`src/rtl/decode_stage.sv`:
```
// decode_stage: RV32I instruction decode with the architectural register file and W-stage write-back.
// Latency: decode and register reads are combinational (0 cycles); register writes land on posedge CLK.
// Backpressure: none in this block; stalls and flushes are applied by the IF/ID and ID/EX registers.
//
// Ports:
//   CLK, RST            clock, asynchronous active-high reset (clears the register file)
//   Instr_D             instruction from IF/ID
//   REG_W_En_W/RD_W/Result_W  write-back port from W
//   *_En_D, *_Sel_D, MEM_Control_D, ALU_Control_D  decoded control bundle
//   RD_D/RS1_D/RS2_D    raw register fields; REG_R_Data1_D/2_D read data; Imm_Ext_D immediate
module decode_stage #(
  parameter int REG_COUNT = 32,
  parameter int XLEN      = 32
) (
  input  logic            CLK,
  input  logic            RST,
  input  logic [31:0]     Instr_D,
  input  logic            REG_W_En_W,
  input  logic [4:0]      RD_W,
  input  logic [XLEN-1:0] Result_W,
  output logic            REG_W_En_D,
  output logic            MEM_W_En_D,
  output logic            Jump_En_D,
  output logic            Branch_En_D,
  output logic [2:0]      MEM_Control_D,
  output logic [3:0]      ALU_Control_D,
  output logic            Branch_Src_Sel_D,
  output logic            ALU_SrcA_Sel_D,
  output logic            ALU_SrcB_Sel_D,
  output logic [1:0]      Result_Src_Sel_D,
  output logic [4:0]      RD_D,
  output logic [4:0]      RS1_D,
  output logic [4:0]      RS2_D,
  output logic [XLEN-1:0] REG_R_Data1_D,
  output logic [XLEN-1:0] REG_R_Data2_D,
  output logic [XLEN-1:0] Imm_Ext_D
);

  localparam logic [3:0] ALU_ADD  = 4'h0, ALU_SUB  = 4'h1, ALU_AND  = 4'h2, ALU_OR   = 4'h3;
  localparam logic [3:0] ALU_XOR  = 4'h4, ALU_SLL  = 4'h5, ALU_SRL  = 4'h6, ALU_SRA  = 4'h7;
  localparam logic [3:0] ALU_SLT  = 4'h8, ALU_SLTU = 4'h9, ALU_PASS = 4'hA, ALU_BEQ  = 4'hB;
  localparam logic [3:0] ALU_BNE  = 4'hC, ALU_BGE  = 4'hD, ALU_BGEU = 4'hE;

  localparam logic [6:0] OP_R      = 7'b0110011, OP_I     = 7'b0010011, OP_LOAD = 7'b0000011;
  localparam logic [6:0] OP_STORE  = 7'b0100011, OP_BRANCH = 7'b1100011, OP_JAL = 7'b1101111;
  localparam logic [6:0] OP_JALR   = 7'b1100111, OP_LUI   = 7'b0110111, OP_AUIPC = 7'b0010111;

  // ---------------- register file (x0 has no storage) ----------------
  logic [XLEN-1:0] r_regs [1:REG_COUNT-1];

  always_ff @(posedge CLK or posedge RST) begin
    if (RST) begin
      for (int i = 1; i < REG_COUNT; i++) r_regs[i] <= '0;
    end else if (REG_W_En_W && (RD_W != 5'd0)) begin
      r_regs[RD_W] <= Result_W;
    end
  end

  logic [4:0] w_rs1, w_rs2;
  logic       w_byp1, w_byp2;

  assign w_rs1 = Instr_D[19:15];
  assign w_rs2 = Instr_D[24:20];
  assign RD_D  = Instr_D[11:7];
  assign RS1_D = w_rs1;
  assign RS2_D = w_rs2;

  // Write-through: a register being written this cycle is visible to the reader
  // in the same cycle. Suppressed during reset so reads are all-zero then.
  assign w_byp1 = !RST && REG_W_En_W && (RD_W != 5'd0) && (RD_W == w_rs1);
  assign w_byp2 = !RST && REG_W_En_W && (RD_W != 5'd0) && (RD_W == w_rs2);

  assign REG_R_Data1_D = (w_rs1 == 5'd0) ? '0 : w_byp1 ? Result_W : r_regs[w_rs1];
  assign REG_R_Data2_D = (w_rs2 == 5'd0) ? '0 : w_byp2 ? Result_W : r_regs[w_rs2];

  // ---------------- decode ----------------
  logic [6:0] w_op;
  logic [2:0] w_f3;
  logic       w_f7b5;
  logic [XLEN-1:0] w_imm_i, w_imm_s, w_imm_b, w_imm_u, w_imm_j;

  assign w_op   = Instr_D[6:0];
  assign w_f3   = Instr_D[14:12];
  assign w_f7b5 = Instr_D[30];

  assign w_imm_i = {{(XLEN-12){Instr_D[31]}}, Instr_D[31:20]};
  assign w_imm_s = {{(XLEN-12){Instr_D[31]}}, Instr_D[31:25], Instr_D[11:7]};
  assign w_imm_b = {{(XLEN-13){Instr_D[31]}}, Instr_D[31], Instr_D[7], Instr_D[30:25], Instr_D[11:8], 1'b0};
  assign w_imm_u = {{(XLEN-32){Instr_D[31]}}, Instr_D[31:12], 12'h000};
  assign w_imm_j = {{(XLEN-21){Instr_D[31]}}, Instr_D[31], Instr_D[19:12], Instr_D[20], Instr_D[30:21], 1'b0};

  // Shared R/I arithmetic decode; is_r enables SUB, which has no immediate form.
  function automatic logic [3:0] alu_op(input logic [2:0] f3, input logic f7b5, input logic is_r);
    case (f3)
      3'b000:  alu_op = (is_r && f7b5) ? ALU_SUB : ALU_ADD;
      3'b001:  alu_op = ALU_SLL;
      3'b010:  alu_op = ALU_SLT;
      3'b011:  alu_op = ALU_SLTU;
      3'b100:  alu_op = ALU_XOR;
      3'b101:  alu_op = f7b5 ? ALU_SRA : ALU_SRL;
      3'b110:  alu_op = ALU_OR;
      default: alu_op = ALU_AND;
    endcase
  endfunction

  always_comb begin
    REG_W_En_D       = 1'b0;
    MEM_W_En_D       = 1'b0;
    Jump_En_D        = 1'b0;
    Branch_En_D      = 1'b0;
    MEM_Control_D    = 3'b000;
    ALU_Control_D    = ALU_ADD;
    Branch_Src_Sel_D = 1'b0;
    ALU_SrcA_Sel_D   = 1'b0;
    ALU_SrcB_Sel_D   = 1'b0;
    Result_Src_Sel_D = 2'b00;
    Imm_Ext_D        = '0;
    case (w_op)
      OP_R: begin
        REG_W_En_D    = 1'b1;
        ALU_Control_D = alu_op(w_f3, w_f7b5, 1'b1);
      end
      OP_I: begin
        REG_W_En_D     = 1'b1;
        ALU_SrcB_Sel_D = 1'b1;
        ALU_Control_D  = alu_op(w_f3, w_f7b5, 1'b0);
        Imm_Ext_D      = w_imm_i;
      end
      OP_LOAD: begin
        REG_W_En_D       = 1'b1;
        ALU_SrcB_Sel_D   = 1'b1;
        Result_Src_Sel_D = 2'b01;
        MEM_Control_D    = w_f3;
        Imm_Ext_D        = w_imm_i;
      end
      OP_STORE: begin
        MEM_W_En_D     = 1'b1;
        ALU_SrcB_Sel_D = 1'b1;
        MEM_Control_D  = w_f3;
        Imm_Ext_D      = w_imm_s;
      end
      OP_BRANCH: begin
        // funct3 010/011 are not branches; they fall through as a NOP.
        case (w_f3)
          3'b000: begin Branch_En_D = 1'b1; ALU_Control_D = ALU_BEQ;  Imm_Ext_D = w_imm_b; end
          3'b001: begin Branch_En_D = 1'b1; ALU_Control_D = ALU_BNE;  Imm_Ext_D = w_imm_b; end
          3'b100: begin Branch_En_D = 1'b1; ALU_Control_D = ALU_SLT;  Imm_Ext_D = w_imm_b; end
          3'b101: begin Branch_En_D = 1'b1; ALU_Control_D = ALU_BGE;  Imm_Ext_D = w_imm_b; end
          3'b110: begin Branch_En_D = 1'b1; ALU_Control_D = ALU_SLTU; Imm_Ext_D = w_imm_b; end
          3'b111: begin Branch_En_D = 1'b1; ALU_Control_D = ALU_BGEU; Imm_Ext_D = w_imm_b; end
          default: ;
        endcase
      end
      OP_JAL: begin
        Jump_En_D        = 1'b1;
        REG_W_En_D       = 1'b1;
        Result_Src_Sel_D = 2'b10;
        Imm_Ext_D        = w_imm_j;
      end
      OP_JALR: begin
        Jump_En_D        = 1'b1;
        REG_W_En_D       = 1'b1;
        Result_Src_Sel_D = 2'b10;
        Branch_Src_Sel_D = 1'b1;
        Imm_Ext_D        = w_imm_i;
      end
      OP_LUI: begin
        REG_W_En_D     = 1'b1;
        ALU_SrcB_Sel_D = 1'b1;
        ALU_Control_D  = ALU_PASS;
        Imm_Ext_D      = w_imm_u;
      end
      OP_AUIPC: begin
        REG_W_En_D     = 1'b1;
        ALU_SrcA_Sel_D = 1'b1;
        ALU_SrcB_Sel_D = 1'b1;
        Imm_Ext_D      = w_imm_u;
      end
      default: ;
    endcase
  end

endmodule
```
`config.mk`:
```
export PLATFORM = sky130hd
export DESIGN_NAME = decode_stage
export DESIGN_NICKNAME = d
export VERILOG_FILES = /design/src/rtl/decode_stage.sv
export SDC_FILE = /design/constraint.sdc
export NUM_CORES = 2
export LEC_CHECK = 0
export ABC_AREA = 1
export CORE_ASPECT_RATIO = 0.75
export CORE_MARGIN = 3
export CORE_UTILIZATION = 50
export DETAILED_ROUTE_END_ITERATION = 6
export DONT_BUFFER_PORTS = 1
export GPL_ROUTABILITY_DRIVEN = 0
export PLACE_DENSITY = 0.69
export REMOVE_ABC_BUFFERS = 1
export SYNTH_ARGS = -nofsm -noshare
export SYNTH_HDL_FRONTEND = slang
export SYNTH_SLANG_ARGS = --single-unit
```
`constraint.sdc`:
```
create_clock -name CLK -period 61.6 [get_ports CLK]
set_clock_uncertainty 0.15 [all_clocks]
set_input_delay 18.48 -clock CLK [delete_from_list [all_inputs] [get_ports CLK]]
set_output_delay 18.48 -clock CLK [all_outputs]
set_load 0.02 [all_outputs]
```
-- Word-level counts from Yosys, hierarchy flattened
Cells that the tools add are included.
W data, S select, Z words.
- latch bits: 0
- bits in read-only memories: 0
- output and inout port bits: 127
- register bits: 992
- input port bits: 72
- word-level logic and storage cells: 105
- RAM bits: 0
- memories: 0
- mux-type cells: 31
- shift operators: 0
- divide/modulo/power cells: 0
- equal/unequal tests: 18
- add/subtract/negate cells: 0
- multiply operators: 0
- magnitude comparators: 4
- bitwise operators: 3
- reduce and logical (&&, ||, !) cells: 18
- operators by type and width (kind ; count):
    $bwmux W992 ; 1
    $bmux W32 S5 ; 2
    $mux W32 ; 10
    $demux W32 S5 ; 1
    $pmux W32 S5 ; 1
    $pmux W4 S7 ; 2
    $pmux W4 S6 ; 1
    $eq A7 B6 Y1 const B ; 3
    $eq A7 B7 Y1 const B ; 3
    $ge A6 B6 Y1 const B ; 3
    $not A5 Y6 ; 3
    $pmux W4 S4 ; 1
    $eq A7 B5 Y1 const B ; 2
    $eq A3 B3 Y1 const B ; 4
    $eq A5 B5 Y1 ; 2
    $logic_not A5 Y1 ; 2
    $mux W1 ; 10
    $eq A7 B2 Y1 const B ; 1
    $reduce_or A7 Y1 ; 1
    $eq A3 B2 Y1 const B ; 2
    $logic_and A1 B1 Y1 ; 6
    $lt A6 B1 Y1 const B ; 1
    $reduce_or A2 Y1 ; 3
    $reduce_or A6 Y1 ; 1
    other kinds (8) ; 8

-- Depth between registers and ports, before layout
- depth after elaboration: 6
- gate-level depth with buffers: 13
- gate-level depth less buffers: 11

-- Least setup slack after synthesis
OpenSTA, ideal clock, no wires.
- path type: input port to output port
- start: input port RST
- end: output port REG_R_Data1_D[21]
- required time: 42970 ps
- path slack: 2779 ps
- buffers on the path: 2
- arrival: 40191 ps
- cell stages on the path: 7
- cells stage by stage: inv_1 nand2_1 inv_1 buf_2 buf_2 nand3_1 nand2_1
- longest elaborated chain between the ends: 6
- RTL lines (item ; RTL line ; text):
    start: declaration ; 16 ; input logic RST,
    $logic_not A1 Y1 ; 70 ; assign w_byp1 = !RST && REG_W_En_W && (RD_W != 5'd0) && (RD_W == w_rs1);
    $logic_and A1 B1 Y1 (3 in series) ; 70 ;
    $mux W32 (2 in series) ; 73 ; assign REG_R_Data1_D = (w_rs1 == 5'd0) ? '0 : w_byp1 ? Result_W : r_regs[w_rs1];
    end: declaration ; 34 ; output logic [XLEN-1:0] REG_R_Data1_D,
No other way between the ends.

-- Final worst setup path
- start: input port Instr_D[20]
- end: output port REG_R_Data2_D[20]
- longest elaborated chain between the ends: 6
- elaborated cells between the ends (all ways): 9
- classes of those cells: eq/ne: 1; mux: 5; bitwise: 1; reduce/logical: 2
- RTL lines (item ; RTL line ; text):
    start: declaration ; 17 ; input logic [31:0] Instr_D,
    $not A5 Y6 (implied by the code) ; 74 ; assign REG_R_Data2_D = (w_rs2 == 5'd0) ? '0 : w_byp2 ? Result_W : r_regs[w_rs2];
    $bmux W32 S5 ; 74 ;
    $mux W32 (implied by the code) (2 in series) ; 74 ;
    $mux W32 ; 74 ;
    $mux W32 (*) ; 74 ;
    end: declaration ; 35 ; output logic [XLEN-1:0] REG_R_Data2_D,
Every way passes the cells marked *; elsewhere a longest branch is shown, timed or not. The select of a mux whose other input is x is not followed.

==> impl_metrics.tcl <==
set metrics [dict create \
    period_share_pct 66.5 \
    clk_latency_ns 0.70 \
    reg2reg_setup_slack_ns 60.65 \
    wl_mm 225 \
    ys_ff_latch 992 \
    grt_use_total_pct 36.8 \
    grt_setup_unrepaired "false" \
    power_density_nw_per_um2 30.8 \
    yosysMostFrequentCell "nand2_1" \
    min_path_type "register to register" \
    crit_family "buffers and inverters" \
    dr.pass1.iters 7 \
    netlist_instances 8748 \
    critPathKind "input port to output pin" \
    grt_max_degree 443 \
    synthArstFlopShare_pct 100 \
    via_count 58700 \
    grt_util_met1_pct 50.2 \
    hold_end "r_regs[31]$_DFFE_PP0P_" \
    core_um2 114000 \
    critPathBufInv 3 \
    final_hold_viol_count 0 \
    synth_warnings 0 \
    synth_fa_ha_area_share_pct 0 \
    fmax_mhz 24.4 \
    slew_headroom_pct -4.16 \
    hold_start "r_regs[31]$_DFFE_PP0P_" \
    yosys.area.top_type "dfrtp_1" \
    synth_top_area_share_pct 42.9 \
    synth_area_per_cell_um2 6.61 \
    placement_rows 107 \
    grt_util_met3_pct 9.57 \
    setup_violations 0 \
    cts_htree_levels 3 \
    ant_nets 0 \
    worstMarginPinSlew_ns 1.56 \
    synth_commonest_cells "3843 x nand2_1, 992 x dfrtp_1, 992 x o21ai_0" \
    routedWlPerCell_um 22.9 \
    fillers 11200 \
    ctsHoldBuffers 0 \
    cts.clk_slew.worst_paths_ns 0.06 \
    io_pins 199 \
    synth-main-ff-cell "dfrtp_1" \
    crit_fanout 435 \
    vias_per_cell 5.97 \
    fp.dieH_um 301 \
    die_area_um2 120000 \
    synth_edf_count 0 \
    hpwlAfterDp_mm 108 \
    drv_slew 97 \
    syn2layout_area_growth_pct 4.94 \
    finalInstanceArea_um2 60700 \
    cts_buffer_depth 3 \
    syn-cell-area_um2 57800 \
    drive_gt1_share_pct 3.64 \
    largest-register "r_regs" \
    vdd_drop_max_uv 22.4 \
    largest_reg_flops 992 \
    postPlaceCellArea_um2 57400 \
    cts_resized 0 \
    seq_area_frac_synth_pct 42.9 \
    cts_made_buffers 100 \
    worstPathCellList "inv_8, buf_4, buf_12, nand2_1, nand2_1, nand2_1, nand3_1, nand3_1, nand2_1, nand3_1, nand2_1" \
    run_status "finished with violations" \
    top_regs "r_regs: 992 flops" \
    grt_pass1_vias 54300 \
    synth_top_family_by_area "simple AND/OR/NAND/NOR gates" \
    grt.busiest_layer "met2" \
    initial_core_util_pct 50.6 \
    grt_pass1_wl_mm 338 \
    cap_violations 0 \
    port-buffer-count 0 \
    leakage_uw 0.0305 \
    drc 7 \
    critical_path.max_stage_delay_ns 0.84 \
    fin_cells 9829 \
    slowest_stage "buf_4" \
    synthTopCellsByArea "dfrtp_1 43%, nand2_1 25%, o21ai_0 8.6%" \
    grt_antenna_before_repair 2 \
    tns_ns 0 \
    worstPathArrival_ns 22.35 \
    nNetsFinal 8295 \
    holdPathStages 2 \
    r2r_end "r_regs[377]$_DFFE_PP0P_" \
    cp-end-kind "output pin" \
    rr_worst_depth 2 \
    fp.dieW_um 399 \
    cts.sinks 992 \
    violations "design-rule violations, max-slew violations" \
    final_util_pct 53.1 \
    crit_path_start_kind "input port" \
    synth-compound-area-share_pct 11.9 \
    grt_overflow 0 \
    cts_tree "done" \
    post_cts_buffers 0 \
    finalCriticalPeriod_ns 40.98 \
    required_ns 42.97 \
    clock-root-buffer "clkbuf_16" \
    path_common_cell "nand2_1" \
    numPlacedInstances 9647 \
    synthSimpleGateAreaFrac_pct 35.7 \
    drt_iter0_drc 8831 \
    ys_types 28 \
    grt_use_met2_pct 55.0 \
    r2r-start "r_regs[377]$_DFFE_PP0P_" \
    yosys.area_share.xor_xnor_pct 0.151 \
    yosys-mux-area-fraction_pct 0 \
]
## logic make-up (layout without fill, tap and decap cells)
| family | Yosys count | count (layout) |
|---|---|---|
| other | 0 | 3 |
| xor gates and xnor gates | 10 | 10 |
| DFF | 992 | 992 |
| and+or+nand+nor | 5100 | 5100 |
| buffers and inverters | 1303 | 855 |
| AOI/OAI and AO/OA | 1343 | 1343 |
## metrics by stage
| stage | total power [uW] | hold WS (ns) | setup slack (ns) |
|---|---|---|---|
| 6_report | 1870 | 0.333 | 20.62 |
| 5_1_grt | 1970 | 0.347 | 20.77 |
| 4_1_cts | 1860 | 0.338 | 21.07 |
| 3_5_place_dp | 1220 | 0.323 | 21.07 |
| 3_3_place_gp | 1210 | 0.316 | 21.00 |
| 2_1_floorplan | 1130 | 0.303 | 0.733 |
## worst min-delay path, delay by kind of cell, from the launching register on
kind	cells	cell delay [ns]
compound gates	1	0.06
flops	1	0.34
simple gates	1	0.05
## power by group
part	switching (uW)	total, uW	leakage [uW]	internal (uW)
combinational	242	368	0.0161	126
sequential	81.2	856	0.0128	775
clock	276	642	0.00165	366
## cells in the final DEF (no fill, tap or decap), types with 31 or more instances in the layout
| cell type | netlist | layout |
|---|---|---|
| nor2_1 | 244 | 243 |
| inv_1 | 590 | 581 |
| nand4_1 | 68 | 68 |
| dfrtp_1 | 992 | 992 |
| a21oi_1 | 245 | 245 |
| buf_4 | 39 | 71 |
| clkbuf_16 | 0 | 103 |
| nand3_1 | 899 | 899 |
| nand2_2 | 25 | 31 |
| o21ai_1 | 36 | 36 |
| o21ai_0 | 992 | 992 |
| nand2_1 | 3843 | 3836 |
| o211ai_1 | 68 | 68 |
## layer usage
layer	routed length, um	vias up
met1	88800	27400
li1	-	26600
met5	8	-
met3	29900	716
met2	95400	4038
met4	10900	2
## worst max-delay path by stage
stage	end	startpoint	cells past startpoint	slack [ns]
after detailed placement	REG_R_Data2_D[18]	Instr_D[20]	13	21.07
after floorplan	REG_R_Data1_D[0]	RST	6	0.73
after CTS	REG_R_Data2_D[18]	Instr_D[20]	13	21.07
final	REG_R_Data2_D[20]	Instr_D[20]	11	20.62
after global placement	REG_R_Data2_D[18]	Instr_D[20]	13	21.00
after global routing	REG_R_Data2_D[18]	Instr_D[20]	13	20.77
## layout make-up
cell class / instances / area (um2) / share of cell area (%)
Clock buffer: 138 / 2830 / 4.66
Multi-Input combinational cell: 6453 / 27700 / 45.7
Clock inverter: 41 / 489 / 0.806
Sequential cell: 992 / 24800 / 40.9
Tap cell: 1526 / 1910 / 3.15
Antenna cell: 3 / 7.51 / 0.0124
Inverter: 601 / 2290 / 3.78
Timing Repair Buffer: 75 / 613 / 1.01
Power figures use the tool's default switching activity.
